$ cat src/rtl/hazard_fwd_unit_pkg.sv
// Shared types for the hazard/forwarding unit: operand select encoding,
// the per-stage tracking record and the register address width.
package hazard_fwd_unit_pkg;

  localparam int REG_ADDR_W = 5;

  typedef enum logic [1:0] {
    FWD_RF     = 2'b00,
    FWD_EXMEM  = 2'b01,
    FWD_MEMWB  = 2'b10,
    FWD_WBHOLD = 2'b11
  } fwd_sel_e;

  typedef struct packed {
    logic                  valid;
    logic [REG_ADDR_W-1:0] rd;
    logic                  reg_write;
    logic                  mem_read;
  } stage_t;

  localparam stage_t STAGE_BUBBLE = '0;

  // A stage can only supply a source it actually writes; x0 is never forwarded.
  function automatic logic stage_hits(input stage_t                s,
                                      input logic [REG_ADDR_W-1:0] rs,
                                      input logic                  use_rs);
    return s.valid && s.reg_write && use_rs && (rs != '0) && (s.rd == rs);
  endfunction

endpackage

$ cat src/rtl/hazard_fwd_unit_fwd_match.sv
// fwd_match: per-operand dependency check against the EX, MEM and WB stages.
// Produces the priority-encoded forwarding select (youngest producer wins)
// and a separate EX-hit flag used for load-use detection.
module fwd_match
  import hazard_fwd_unit_pkg::*;
(
  input  logic [REG_ADDR_W-1:0] i_rs,
  input  logic                  i_use_rs,
  input  stage_t                i_ex,
  input  stage_t                i_mem,
  input  stage_t                i_wb,
  output fwd_sel_e              o_sel,
  output logic                  o_ex_hit
);

  logic w_hit_ex;
  logic w_hit_mem;
  logic w_hit_wb;
  logic w_unused_load_bits;

  assign w_hit_ex  = stage_hits(i_ex,  i_rs, i_use_rs);
  assign w_hit_mem = stage_hits(i_mem, i_rs, i_use_rs);
  assign w_hit_wb  = stage_hits(i_wb,  i_rs, i_use_rs);

  // Only the caller cares whether the EX producer is a load.
  assign w_unused_load_bits = ^{i_ex.mem_read, i_mem.mem_read, i_wb.mem_read};

  assign o_ex_hit = w_hit_ex;

  // Priority select: the most recent producer holds the freshest value.
  always_comb begin
    o_sel = FWD_RF;
    if (w_hit_ex) begin
      o_sel = FWD_EXMEM;
    end else if (w_hit_mem) begin
      o_sel = FWD_MEMWB;
    end else if (w_hit_wb) begin
      o_sel = FWD_WBHOLD;
    end
  end

endmodule

$ cat src/rtl/hazard_fwd_unit.sv
// hazard_fwd_unit: tracks the EX/MEM/WB destination registers and decides,
// for the instruction in decode, either a forwarding select per operand or a
// pipeline stall.
// Build option HAZARD_FORWARD_EN: when defined, operands are forwarded and
// only load-use dependencies stall; when undefined, selects are tied to the
// register file and any in-flight dependency stalls until it retires.
module hazard_fwd_unit
  import hazard_fwd_unit_pkg::*;
(
  input  logic       clk,
  input  logic       reset,
  input  logic [4:0] id_rs1,
  input  logic [4:0] id_rs2,
  input  logic [4:0] id_rd,
  input  logic       id_use_rs1,
  input  logic       id_use_rs2,
  input  logic       id_reg_write,
  input  logic       id_mem_read,
  input  logic       id_valid,
  input  logic       ex_flush,
  input  logic       ext_stall,
  output logic [1:0] fwd_a_sel,
  output logic [1:0] fwd_b_sel,
  output logic       stall
);

  stage_t   r_ex;
  stage_t   r_mem;
  stage_t   r_wb;
  stage_t   w_ex_next;
  fwd_sel_e w_sel_a;
  fwd_sel_e w_sel_b;
  logic     w_ex_hit_a;
  logic     w_ex_hit_b;
  logic     w_hazard;
  logic     w_issue;

  fwd_match u_fwd_a (
    .i_rs     (id_rs1),
    .i_use_rs (id_use_rs1),
    .i_ex     (r_ex),
    .i_mem    (r_mem),
    .i_wb     (r_wb),
    .o_sel    (w_sel_a),
    .o_ex_hit (w_ex_hit_a)
  );

  fwd_match u_fwd_b (
    .i_rs     (id_rs2),
    .i_use_rs (id_use_rs2),
    .i_ex     (r_ex),
    .i_mem    (r_mem),
    .i_wb     (r_wb),
    .o_sel    (w_sel_b),
    .o_ex_hit (w_ex_hit_b)
  );

`ifdef HAZARD_FORWARD_EN
  // A load in EX has no data yet, so a dependent decode must wait one cycle.
  assign w_hazard = r_ex.mem_read & (w_ex_hit_a | w_ex_hit_b);
`else
  // No bypass paths: any in-flight producer of a source blocks decode.
  logic w_unused_ex_hits;
  assign w_hazard = (w_sel_a != FWD_RF) | (w_sel_b != FWD_RF);
  assign w_unused_ex_hits = ^{w_ex_hit_a, w_ex_hit_b};
`endif

  // A taken branch kills decode, so it can never be the cause of a stall.
  assign stall   = id_valid & ~ex_flush & w_hazard;
  assign w_issue = id_valid & ~ex_flush & ~stall;

  // Next EX contents: the decode instruction, or a bubble when it cannot issue.
  always_comb begin
    w_ex_next = STAGE_BUBBLE;
    if (w_issue) begin
      w_ex_next.valid     = 1'b1;
      w_ex_next.rd        = id_rd;
      w_ex_next.reg_write = id_reg_write;
      w_ex_next.mem_read  = id_mem_read;
    end
  end

  // Stage tracking; frozen by an external memory stall.
  always_ff @(posedge clk) begin
    if (!reset) begin
      r_ex  <= STAGE_BUBBLE;
      r_mem <= STAGE_BUBBLE;
      r_wb  <= STAGE_BUBBLE;
    end else if (!ext_stall) begin
      r_wb  <= r_mem;
      r_mem <= r_ex;
      r_ex  <= w_ex_next;
    end
  end

`ifdef HAZARD_FORWARD_EN
  fwd_sel_e r_fwd_a_sel;
  fwd_sel_e r_fwd_b_sel;

  // Select travels with the instruction into EX; bubbles read the register file.
  always_ff @(posedge clk) begin
    if (!reset) begin
      r_fwd_a_sel <= FWD_RF;
      r_fwd_b_sel <= FWD_RF;
    end else if (!ext_stall) begin
      r_fwd_a_sel <= w_issue ? w_sel_a : FWD_RF;
      r_fwd_b_sel <= w_issue ? w_sel_b : FWD_RF;
    end
  end

  assign fwd_a_sel = r_fwd_a_sel;
  assign fwd_b_sel = r_fwd_b_sel;
`else
  assign fwd_a_sel = FWD_RF;
  assign fwd_b_sel = FWD_RF;
`endif

endmodule

$ cat config.mk
export PLATFORM = sky130hd
export DESIGN_NAME = hazard_fwd_unit
export DESIGN_NICKNAME = d
export VERILOG_FILES = /design/src/rtl/hazard_fwd_unit_pkg.sv /design/src/rtl/hazard_fwd_unit_fwd_match.sv /design/src/rtl/hazard_fwd_unit.sv
export SDC_FILE = /design/constraint.sdc
export NUM_CORES = 1
export LEC_CHECK = 0
export BUFFER_PORTS_ARGS = -buffer_cell sky130_fd_sc_hd__buf_4
export CAP_MARGIN = 20
export CELL_PAD_IN_SITES_DETAIL_PLACEMENT = 1
export CELL_PAD_IN_SITES_GLOBAL_PLACEMENT = 1
export CORE_ASPECT_RATIO = 1.75
export CORE_UTILIZATION = 39
export CTS_BUF_LIST = sky130_fd_sc_hd__clkbuf_4 sky130_fd_sc_hd__clkbuf_8 sky130_fd_sc_hd__clkbuf_16
export DETAILED_ROUTE_END_ITERATION = 12
export GPL_TIMING_DRIVEN = 0
export HOLD_SLACK_MARGIN = 0.03
export PLACE_DENSITY_LB_ADDON = 0.1
export SLEW_MARGIN = 20
export SYNTH_ARGS = -nofsm -noshare
export SYNTH_HDL_FRONTEND = slang
export SYNTH_SLANG_ARGS = --single-unit
export TNS_END_PERCENT = 5
$ cat constraint.sdc
create_clock -name clk -period 2.3 [get_ports clk]
set_input_delay 0.46 -clock clk [delete_from_list [all_inputs] [get_ports clk]]
set_output_delay 0.46 -clock clk [all_outputs]
set_load 0.03 [all_outputs]
==> results.md, run 1 <==
* Boundary Pins at 29
* Pwr dens at approximately 500 mW/mm²
* Worst flop-to-flop path endpoint: r_ex[4]
* Critical Path AT at ~2.0 ns
* Synth Register Bits at 21
* Post-Route WL at ~3100 µm
* CP endpoint kind: output port
* Gate Count Post-Synth at between 100 and 150
* Clock power frac at approximately a third
* ANT cells at 0
* Filler instances at around 350
* Cts hold-fix bufs at 0
* Clock Pin Slew Worst Setup and Hold Paths at approximately 0.08 ns
* Critical path type: reg2out
* Register area share after synthesis at 35.8%
* Multi-input logic area at ~760 µm²
* Most common cell after layout, fill and taps aside: buf_4
* Worst Clk Skew at between 0.002 and 0.0025 ns
* R2R Path Start: r_ex[4]
* Core ar. at 0.00290 mm²
* Nets@finish at 175
* Worst vdd ir at 0.000401 V
* Switching power total at 0.000203 W
* WHS Path Cells at 2
* Peak fanout along the critical path at 4
* Max-slew violations at 0
* GRT overflow at 0
* Reg area at between 400 and 500 µm²
* Skew-Pair Late Insertion Delay at between 0.2 and 0.3 ns
* Timing-limited maximum frequency at a little over 0.4 GHz
* Row count at 26
* Antenna viol nets, final at 0
* Gr usage total at 21.8%
* Synth Cell Area at 0.00117 mm²
* RePlAce Congestion at 0.824
* Max-Cap Viols at 0
* Yosys warning total at 0
* Die span in y at 74.6 µm
* Via Count at just under 1k
* H-tree depth at 1
* Initial Utilization at between 40 and 50%
* Reg power frac at between 40% and 50%
* Clk root buf: clkbuf_8
* Violated checks: negative setup slack
* Final setup viols at 1
* Vias in the first global route at 1070
* CTS tree: done
* Status: complete, but fails checks
* Min-Delay Path Class: in2reg
* Reg2Reg Setup Slack at 0.48 ns
* Clock Sinks at 21
* First drt pass iteration count at 4
* Input/output buffers at 22
* Hold EP: r_ex[6]
* Worst reg-to-reg path cell count at 7
* Area growth syn-to-layout at 29.0%
* Leak pwr at 0.673 nW
* Routed WL per cell at 17.5 µm
* Die ar. at about 0.0032 mm²
* Worst path required time at around 1.8 ns
* Commonest non-fill, non-tap cells in the layout: 29 x buf_4, 24 x xor2_1, 14 x mux2i_1, 14 x nor2b_1, 11 x dfxtp_1
* Vias/cell at 5.52
* RSZ-0062 raised after global routing: yes
* Final HPWL from detailed placement at approximately 2400 µm
* Initial drt markers at 18
* Hold slack final at about 0.40 ns
* Share of cells above drive strength 1 at 36.0%
* Tmin final at ~2.4 ns
* Setup ws final at -0.127 ns
* Placed inst area at roughly 0.0014 mm²
* First-pass GRT wire length at 5140 µm
* Sw Ratio at 26.8%
* Worst hold start: id_rd[4]
* DRC viols at 0
* Post-route cell area at between 0.0015 and 0.002 mm²
* Syn Area/Cell at 9.96 µm²
* TritonCTS Buffers at 3
* Worst setup SP type: flip-flop
* Int Power at roughly 0.00055 W
* Synth cell types at 21
* Logic pwr share at 16.2%
* Crit share post-route at 106%
* Initial antenna violation count at 0
* Largest net degree at the start of global routing at 14
* Die Wd at 43.5 µm
* Fin. Hold Viols at 0
* Clk buf depth at 2
-- worst max path at each step --
stage | start | endpoint | slack (ns) | cells after the start
2_1_floorplan | id_rs2[4] | stall | 0.13 | 6
3_3_place_gp | id_rs1[3] | stall | -0.14 | 8
3_5_place_dp | id_rs1[2] | stall | -0.13 | 8
4_1_cts | r_wb[2] | stall | -0.07 | 7
5_1_grt | r_ex[4] | stall | -0.21 | 7
6_report | r_ex[4] | stall | -0.13 | 7
-- worst max-delay path, stage by stage (launching register included) --
cell and delay (ns):
dfxtp_4 0.37, xor2_1 0.16, nor4_1 0.31, nand4_1 0.17
a31oi_2 0.26, nor2_1 0.09, nor3b_2 0.16, buf_4 0.18
-- registers in the layout, indices dropped and copies added, names as in the netlist --
signal and flops:
r_mem 7, r_ex 7, r_wb 7
-- kinds of logic after synthesis --
kind of cell	synth area share, %
multiplexers	11.9
buffers and inverters	3.94
AND/OR/NAND/NOR	18.5
XOR/XNOR	22.4
flip-flops	35.8
other	0.319
AO/OA/AOI/OAI	7.14
-- final cells by class --
class                   instances  area share, %
clock buffers                   3           2.73
repair buffers                 25           12.4
clock inverters                 1          0.495
multi-input cells              92           50.3
flip-flops and latches         21           28.7
plain buffers                   8           3.06
well taps                      28           2.31
-- synthesized netlist by cell type --
master    instances  area [µm²]
a21o_2            1        8.76
a22o_1            6        52.6
a31oi_1           2        12.5
and2_1            1        6.26
buf_2             1        5.00
buf_4             4        30.0
clkbuf_1          3        11.3
conb_1            1        3.75
dfxtp_1          21         420
mux2i_1          14         140
nand4_1           6        37.5
nor2_1            1        3.75
nor2b_1          14        87.6
nor3_2            1        10.0
nor3b_1           1        7.51
nor4_1            6        37.5
o21ai_1           2        10.0
or4_1             2        15.0
or4bb_2           1        12.5
xnor2_1           6        52.6
xor2_1           24         210
-- timing repair --
item                                    4_1_cts  5_1_grt
hold endpoints to repair                      0        0
endpoints found under the setup margin        1        1
buffers inserted                              2        1
pin swaps                                     8        7
gates resized for setup                      13        4
-- routing by layer --
layer  wire, µm  vias to the layer above  track usage, %
met5          0                        -               0
met4         76                        0            11.8
met3         88                        7            2.64
met2       1760                       26            40.2
met1       1200                      474            23.6
li1           -                      476               -
-- power by group through the flow --
stage               Sequential [W]  Combinational (W)  Clock (W)
finish                    0.000376           0.000122   0.000257
global placement          0.000385           0.000113          0
CTS                       0.000377           0.000120   0.000261
detailed placement        0.000386           0.000116          0
floorplan                 0.000383          0.0000646          0
global route              0.000377           0.000132   0.000271
-- metrics by stage --
stage	instances	util (%)	power [W]	TNS, ns	worst slack, ns
final	178	52.3	0.000755	-0.127	-0.127
after floorplan	121	-	0.000447	0	0.125
after CTS	177	51.7	0.000759	-0.0728	-0.0728
after detailed placement	171	48.1	0.000502	-0.130	-0.130
after global placement	171	48.1	0.000498	-0.138	-0.138
after global routing	178	52.3	0.000780	-0.208	-0.208
(Power assumes the default switching activity.)
==> run 2, diff against run 1 <==
--- a/config.mk
+++ b/config.mk
@@ -16,6 +16,7 @@
 export GPL_TIMING_DRIVEN = 0
 export HOLD_SLACK_MARGIN = 0.03
 export PLACE_DENSITY_LB_ADDON = 0.1
+export SETUP_SLACK_MARGIN = 0.2
 export SLEW_MARGIN = 20
 export SYNTH_ARGS = -nofsm -noshare
 export SYNTH_HDL_FRONTEND = slang
==> results.md, run 2 (synthesized netlist as in run 1, its figures left out) <==
* Initial Utilization at 40.6% (unchanged)
* Post-layout util at 52.9% (was 52.3%)
* Area growth syn-to-layout at 30.2% (was 29.0%)
* Worst Path Buf+Inv at 1 (unchanged)
* DP Worst Slack at -0.175 ns (was -0.130 ns)
* CP max-delay cell: nor4_1 (was dfxtp_4)
* Boundary Pins at 29 (unchanged)
* Tmin final at 2.43 ns (about the same)
* Final setup viols at 1 (unchanged)
* Logic pwr share at 16.3% (was 16.2%)
* Critical Path AT at 1.97 ns (about the same)
* Row count at 26 (unchanged)
* Status: complete, but fails checks (unchanged)
* Post-Route WL at 3300 µm (was 3120 µm)
* Filler instances at 354 (was 349)
* Die span in y at 74.6 µm (unchanged)
* Setup_tns at -0.127 ns (about the same)
* Clk root buf: clkbuf_8 (unchanged)
* Via Count at 993 (was 983)
* Die Wd at 43.5 µm (unchanged)
* Timing-limited maximum frequency at 0.412 GHz (about the same)
* Skew-Pair Late Insertion Delay at 0.27 ns (about the same)
* Clock power frac at 33.1% (was 34.0%)
* Fin. Hold Viols at 0 (unchanged)
* TritonCTS Buffers at 3 (unchanged)
* Critical path type: reg2out (unchanged)
* ANT cells at 0 (unchanged)
* Largest net degree at the start of global routing at 13 (was 14)
* Min-Delay Path Class: in2reg (unchanged)
* Worst path required time at 1.84 ns (about the same)
* Max-Cap Viols at 0 (unchanged)
* Vias in the first global route at 1052 (was 1070)
* Int Power at 0.000551 W (was 0.000553 W)
* Clock Pin Slew Worst Setup and Hold Paths at 0.08 ns (about the same)
* Peak fanout along the critical path at 2 (was 4)
* Sw Ratio at 26.2% (was 26.8%)
* Antenna viol nets, final at 0 (unchanged)
* Commonest non-fill, non-tap cells in the layout: 28 x buf_4, 24 x xor2_1, 14 x mux2i_1, 14 x nor2b_1, 14 x dfxtp_1 (was 29 x buf_4, 24 x xor2_1, 14 x mux2i_1, 14 x nor2b_1, 11 x dfxtp_1)
* Initial antenna violation count at 0 (unchanged)
* Routed WL per cell at 18.5 µm (was 17.5 µm)
* First-pass GRT wire length at 5200 µm (was 5140 µm)
* Clock Sinks at 21 (unchanged)
* H-tree depth at 1 (unchanged)
* Most common cell after layout, fill and taps aside: buf_4 (unchanged)
* Post-route cell area at 0.00153 mm² (was 0.00152 mm²)
* Crit-path cells: xor2_1 -> nor4_1 -> nand4_1 -> a31oi_4 -> nor2_2 -> nor3b_4 -> buf_6 (was xor2_1 -> nor4_1 -> nand4_1 -> a31oi_2 -> nor2_1 -> nor3b_2 -> buf_4)
* CTS tree: done (unchanged)
* Violated checks: design-rule violations, negative setup slack (was negative setup slack)
* Input/output buffers at 22 (unchanged)
* Placed inst area at 0.00140 mm² (was 0.00139 mm²)
* Switching power total at 0.000196 W (was 0.000203 W)
* Largest registers: r_ex x7, r_mem x7, r_wb x7 (unchanged)
* DRC viols at 4 (was 0)
* Leak pwr at 0.677 nW (was 0.673 nW)
* Clk buf depth at 2 (unchanged)
* RePlAce Congestion at 0.903 (was 0.824)
* Reg power frac at 50.5% (was 49.8%)
* Crit share post-route at 106% (about the same)
* Cell family with most CP delay: simple AND/OR/NAND/NOR gates (unchanged)
* Share of cells above drive strength 1 at 33.3% (was 36.0%)
* Worst vdd ir at 0.000435 V (was 0.000401 V)
* Gr usage total at 22.1% (was 21.8%)
* Critical Path Max Stage Delay at 0.34 ns (was 0.37 ns)
* Pwr dens at 488 mW/mm² (was 499 mW/mm²)
* CP endpoint kind: output port (unchanged)
* Core ar. at 0.00290 mm² (unchanged)
* RSZ-0062 raised after global routing: yes (unchanged)
* Cts hold-fix bufs at 0 (unchanged)
* Die ar. at 0.00324 mm² (unchanged)
* Vias/cell at 5.58 (was 5.52)
* Initial drt markers at 19 (was 18)
* Nets@finish at 175 (unchanged)
* Max-slew violations at 0 (unchanged)
* First drt pass iteration count at 8 (was 4)
* Worst setup SP type: flip-flop (unchanged)
* GRT overflow at 0 (unchanged)
* Setup ws final at -0.127 ns (about the same)
* Worst Clk Skew at 0.00764 ns (was 0.00216 ns)
run 2: power by group through the flow:
stage          registers, W  logic (W)  clock network, W
6_report           0.000377   0.000122          0.000248
3_3_place_gp       0.000385   0.000113                 0
3_5_place_dp       0.000386   0.000117                 0
4_1_cts            0.000377   0.000120          0.000254
2_1_floorplan      0.000383  0.0000649                 0
5_1_grt            0.000378   0.000132          0.000272
run 2: metal layers:
metal  share of wire [%]  track usage (%)  vias to the layer above
li1                    -                -                      472
met1                  39             24.1                      483
met2                  55             41.6                       26
met3                 2.7             3.12                       12
met4                 3.0             9.03                        0
met5                   0                0                        -
run 2: final cells by class:
cell class	instances	area (µm²)	area share (%)
Clock buffer	3	41.3	2.70
Tap cell	28	35.0	2.29
Clock inverter	1	5.00	0.327
Sequential cell	21	429	28.0
Multi-Input combinational cell	92	782	51.1
Buffer	8	46.3	3.03
Timing Repair Buffer	25	191	12.5
run 2: timing repair:
| item | CTS | global route |
|---|---|---|
| pin swaps | 7 | 5 |
| gates resized for setup | 11 | 5 |
| buffers inserted | 2 | 1 |
| endpoints found under the setup margin | 1 | 8 |
run 2: worst paths after layout:
path	end	startpoint	slack (ns)	cells after the start
min reg2reg	r_ex[6]	r_ex[6]	0.55	1
min	r_ex[2]	id_rd[0]	0.41	2
max	stall	r_wb[2]	-0.13	7
max reg2reg	r_ex[5]	r_wb[2]	0.44	7
run 2: per-stage QoR:
step                power (W)  cells  hold WS [ns]
global placement     0.000499    171         0.526
finish               0.000747    178         0.414
detailed placement   0.000503    171         0.540
CTS                  0.000751    177         0.411
global route         0.000782    178         0.420
floorplan            0.000448    121         0.481
==> run 3, diff against run 2 <==
--- a/config.mk
+++ b/config.mk
@@ -5,7 +5,7 @@
 export SDC_FILE = /design/constraint.sdc
 export NUM_CORES = 1
 export LEC_CHECK = 0
-export BUFFER_PORTS_ARGS = -buffer_cell sky130_fd_sc_hd__buf_4
+export BUFFER_PORTS_ARGS = -buffer_cell sky130_fd_sc_hd__buf_2
 export CAP_MARGIN = 20
 export CELL_PAD_IN_SITES_DETAIL_PLACEMENT = 1
 export CELL_PAD_IN_SITES_GLOBAL_PLACEMENT = 1
@@ -21,4 +21,3 @@
 export SYNTH_ARGS = -nofsm -noshare
 export SYNTH_HDL_FRONTEND = slang
 export SYNTH_SLANG_ARGS = --single-unit
-export TNS_END_PERCENT = 5
==> results.md, run 3 (synthesized netlist as in run 1, its figures left out) <==
* Via Count at 985 (was 993)
* Area growth syn-to-layout at 25.5% (was 30.2%)
* Clk buf depth at 2 (unchanged)
* Leak pwr at 0.650 nW (was 0.677 nW)
* Worst Clk Skew at 0.00149 ns (was 0.00764 ns)
* Violated checks: design-rule violations, negative setup slack (unchanged)
* Clk root buf: clkbuf_8 (unchanged)
* Grt met1 use at 22.8% (was 24.1%)
* Worst flop-to-flop path endpoint: r_ex[5] (unchanged)
* CTS tree: done (unchanged)
* Boundary Pins at 29 (unchanged)
* Vias in the first global route at 1071 (was 1052)
* Initial drt markers at 17 (was 19)
* Critical Path Max Stage Delay at 0.38 ns (was 0.34 ns)
* Met3 Usage GRT at 2.88% (was 3.12%)
* Status: complete, but fails checks (unchanged)
* Pwr dens at 503 mW/mm² (was 488 mW/mm²)
* Die Wd at 43.5 µm (unchanged)
* Crit-path cells: xor2_1 -> nor4_1 -> nand4_1 -> a31oi_4 -> nor2_2 -> nor3b_4 -> buf_6 (unchanged)
* Int Power at 0.000542 W (was 0.000551 W)
* Logic pwr share at 15.0% (was 16.3%)
* RePlAce Congestion at 0.857 (was 0.903)
* R2R Path Start: r_wb[5] (was r_wb[2])
* Worst reg-to-reg path cell count at 7 (unchanged)
* Non-Filler Instances at 177 (was 178)
* Gr usage total at 21.8% (was 22.1%)
* Post-layout util at 50.9% (was 52.9%)
* Worst path required time at 1.84 ns (about the same)
* Fin. Hold Viols at 0 (unchanged)
* Critical path type: reg2out (unchanged)
* DRC viols at 4 (unchanged)
* Clock Pin Slew Worst Setup and Hold Paths at 0.08 ns (about the same)
* Final HPWL from detailed placement at ~2400 µm
* Post-Route WL at 3150 µm (was 3300 µm)
* Hold slack final at 0.402 ns (was 0.414 ns)
* GRT overflow at 0 (unchanged)
* Antenna viol nets, final at 0 (unchanged)
* Largest net degree at the start of global routing at 14 (was 13)
* Input/output buffers at 22 (unchanged)
* Global routing usage on met2 at 41.4% (was 41.6%)
* Initial Utilization at 40.6% (unchanged)
* Vias/cell at 5.56 (was 5.58)
* Tmin final at 2.49 ns (was 2.43 ns)
* Max-Cap Viols at 0 (unchanged)
* Initial antenna violation count at 0 (unchanged)
* Nets@finish at 174 (was 175)
* WHS Path Cells at 2 (unchanged)
* Worst setup SP type: flip-flop (unchanged)
* Peak fanout along the critical path at 3 (was 2)
* Reg2Reg Setup Slack at 0.41 ns (was 0.44 ns)
* Max-slew violations at 0 (unchanged)
* Die span in y at 74.6 µm (unchanged)
* Routed WL per cell at 17.8 µm (was 18.5 µm)
* Worst vdd ir at 0.000367 V (was 0.000435 V)
* Most common cell after layout, fill and taps aside: xor2_1 (was buf_4)
* ANT cells at 0 (unchanged)
* Commonest non-fill, non-tap cells in the layout: 24 x xor2_1, 22 x buf_2, 14 x mux2i_1, 14 x nor2b_1, 13 x dfxtp_1 (was 28 x buf_4, 24 x xor2_1, 14 x mux2i_1, 14 x nor2b_1, 14 x dfxtp_1)
* Final setup viols at 1 (unchanged)
* Core ar. at 0.00290 mm² (unchanged)
* Worst hold start: id_rd[0] (unchanged)
* Reg power frac at 50.8% (was 50.5%)
* Row count at 26 (unchanged)
* First-pass GRT wire length at 5120 µm (was 5200 µm)
* Clock power frac at 34.2% (was 33.1%)
* Min-Delay Path Class: in2reg (unchanged)
* Crit share post-route at 108% (was 106%)
* Sw Ratio at 26.9% (was 26.2%)
* Number of cells after detailed placement at 171 (unchanged)
* Setup ws final at -0.186 ns (was -0.127 ns)
* First drt pass iteration count at 8 (unchanged)
* Most Crowded Layer GR: met2 (unchanged)
* Skew-Pair Late Insertion Delay at 0.27 ns (about the same)
* Hold EP: r_ex[2] (unchanged)
* Die ar. at 0.00324 mm² (unchanged)
* Clock Sinks at 21 (unchanged)
* CP endpoint kind: output port (unchanged)
* DP Worst Slack at -0.185 ns (was -0.175 ns)
* Timing-limited maximum frequency at 0.402 GHz (was 0.412 GHz)
* Share of cells above drive strength 1 at 33.6% (was 33.3%)
* CP max-delay cell: nor4_1 (unchanged)
* TritonCTS Buffers at 3 (unchanged)
* Largest registers: r_ex x7, r_mem x7, r_wb x7 (unchanged)
* H-tree depth at 1 (unchanged)
* RSZ-0062 raised after global routing: yes (unchanged)
* Switching power total at 0.000199 W (was 0.000196 W)
* Critical Path AT at 2.03 ns (was 1.97 ns)
## run 3: layer usage
layer  part of all wire (%)  up-vias  wire, µm
li1                       -      472         -
met3                    3.3        7       105
met2                     55       27      1750
met4                    2.5        0        80
met5                      0        -         0
met1                     39      479      1220
## run 3: final cells by class
type | count | area [µm²]
fill | 337 | 1420
multi-input combinational | 92 | 782
sequential | 21 | 430
timing repair buffer | 24 | 131
buffer | 8 | 46.3
clock buffer | 3 | 41.3
tap | 28 | 35.0
clock inverter | 1 | 7.51
## run 3: stage by stage
step                total power (W)  setup TNS, ns  instance area, µm²
floorplan                  0.000448              0                1200
global placement           0.000488         -0.170                1340
detailed placement         0.000493         -0.185                1340
CTS                        0.000747        -0.0820                1440
global route               0.000772         -0.264                1470
finish                     0.000742         -0.186                1470
## run 3: worst max-delay path by stage
stage	slack (ns)	from	to	depth (start not counted)
floorplan	0.20	id_rs2[4]	stall	6
global placement	-0.17	id_rs2[4]	stall	8
detailed placement	-0.18	id_rs2[4]	stall	8
CTS	-0.08	r_ex[6]	stall	7
global route	-0.26	r_wb[5]	stall	7
finish	-0.19	r_wb[5]	stall	7
## run 3: power by group through the flow
stage	combinational (W)	sequential [W]	clock, W
finish	0.000111	0.000377	0.000254
global route	0.000121	0.000378	0.000273
CTS	0.000109	0.000377	0.000260
detailed placement	0.000107	0.000386	0
global placement	0.000103	0.000385	0
floorplan	0.0000649	0.000383	0
## run 3: critical path, delay by kind of cell (launching register included)
kind                   cells  cell delay [ns]
flip-flops                 1             0.35
buffers and inverters      1             0.15
AND/OR/NAND/NOR            4             0.85
AO/OA/AOI/OAI              1             0.24
XOR/XNOR                   1             0.17
## run 3: timing repair
item	CTS	global route
resized for setup	13	5
hold buffers	0	0
endpoints found under the setup margin	1	7
buffers inserted	2	0
pin swaps	9	4
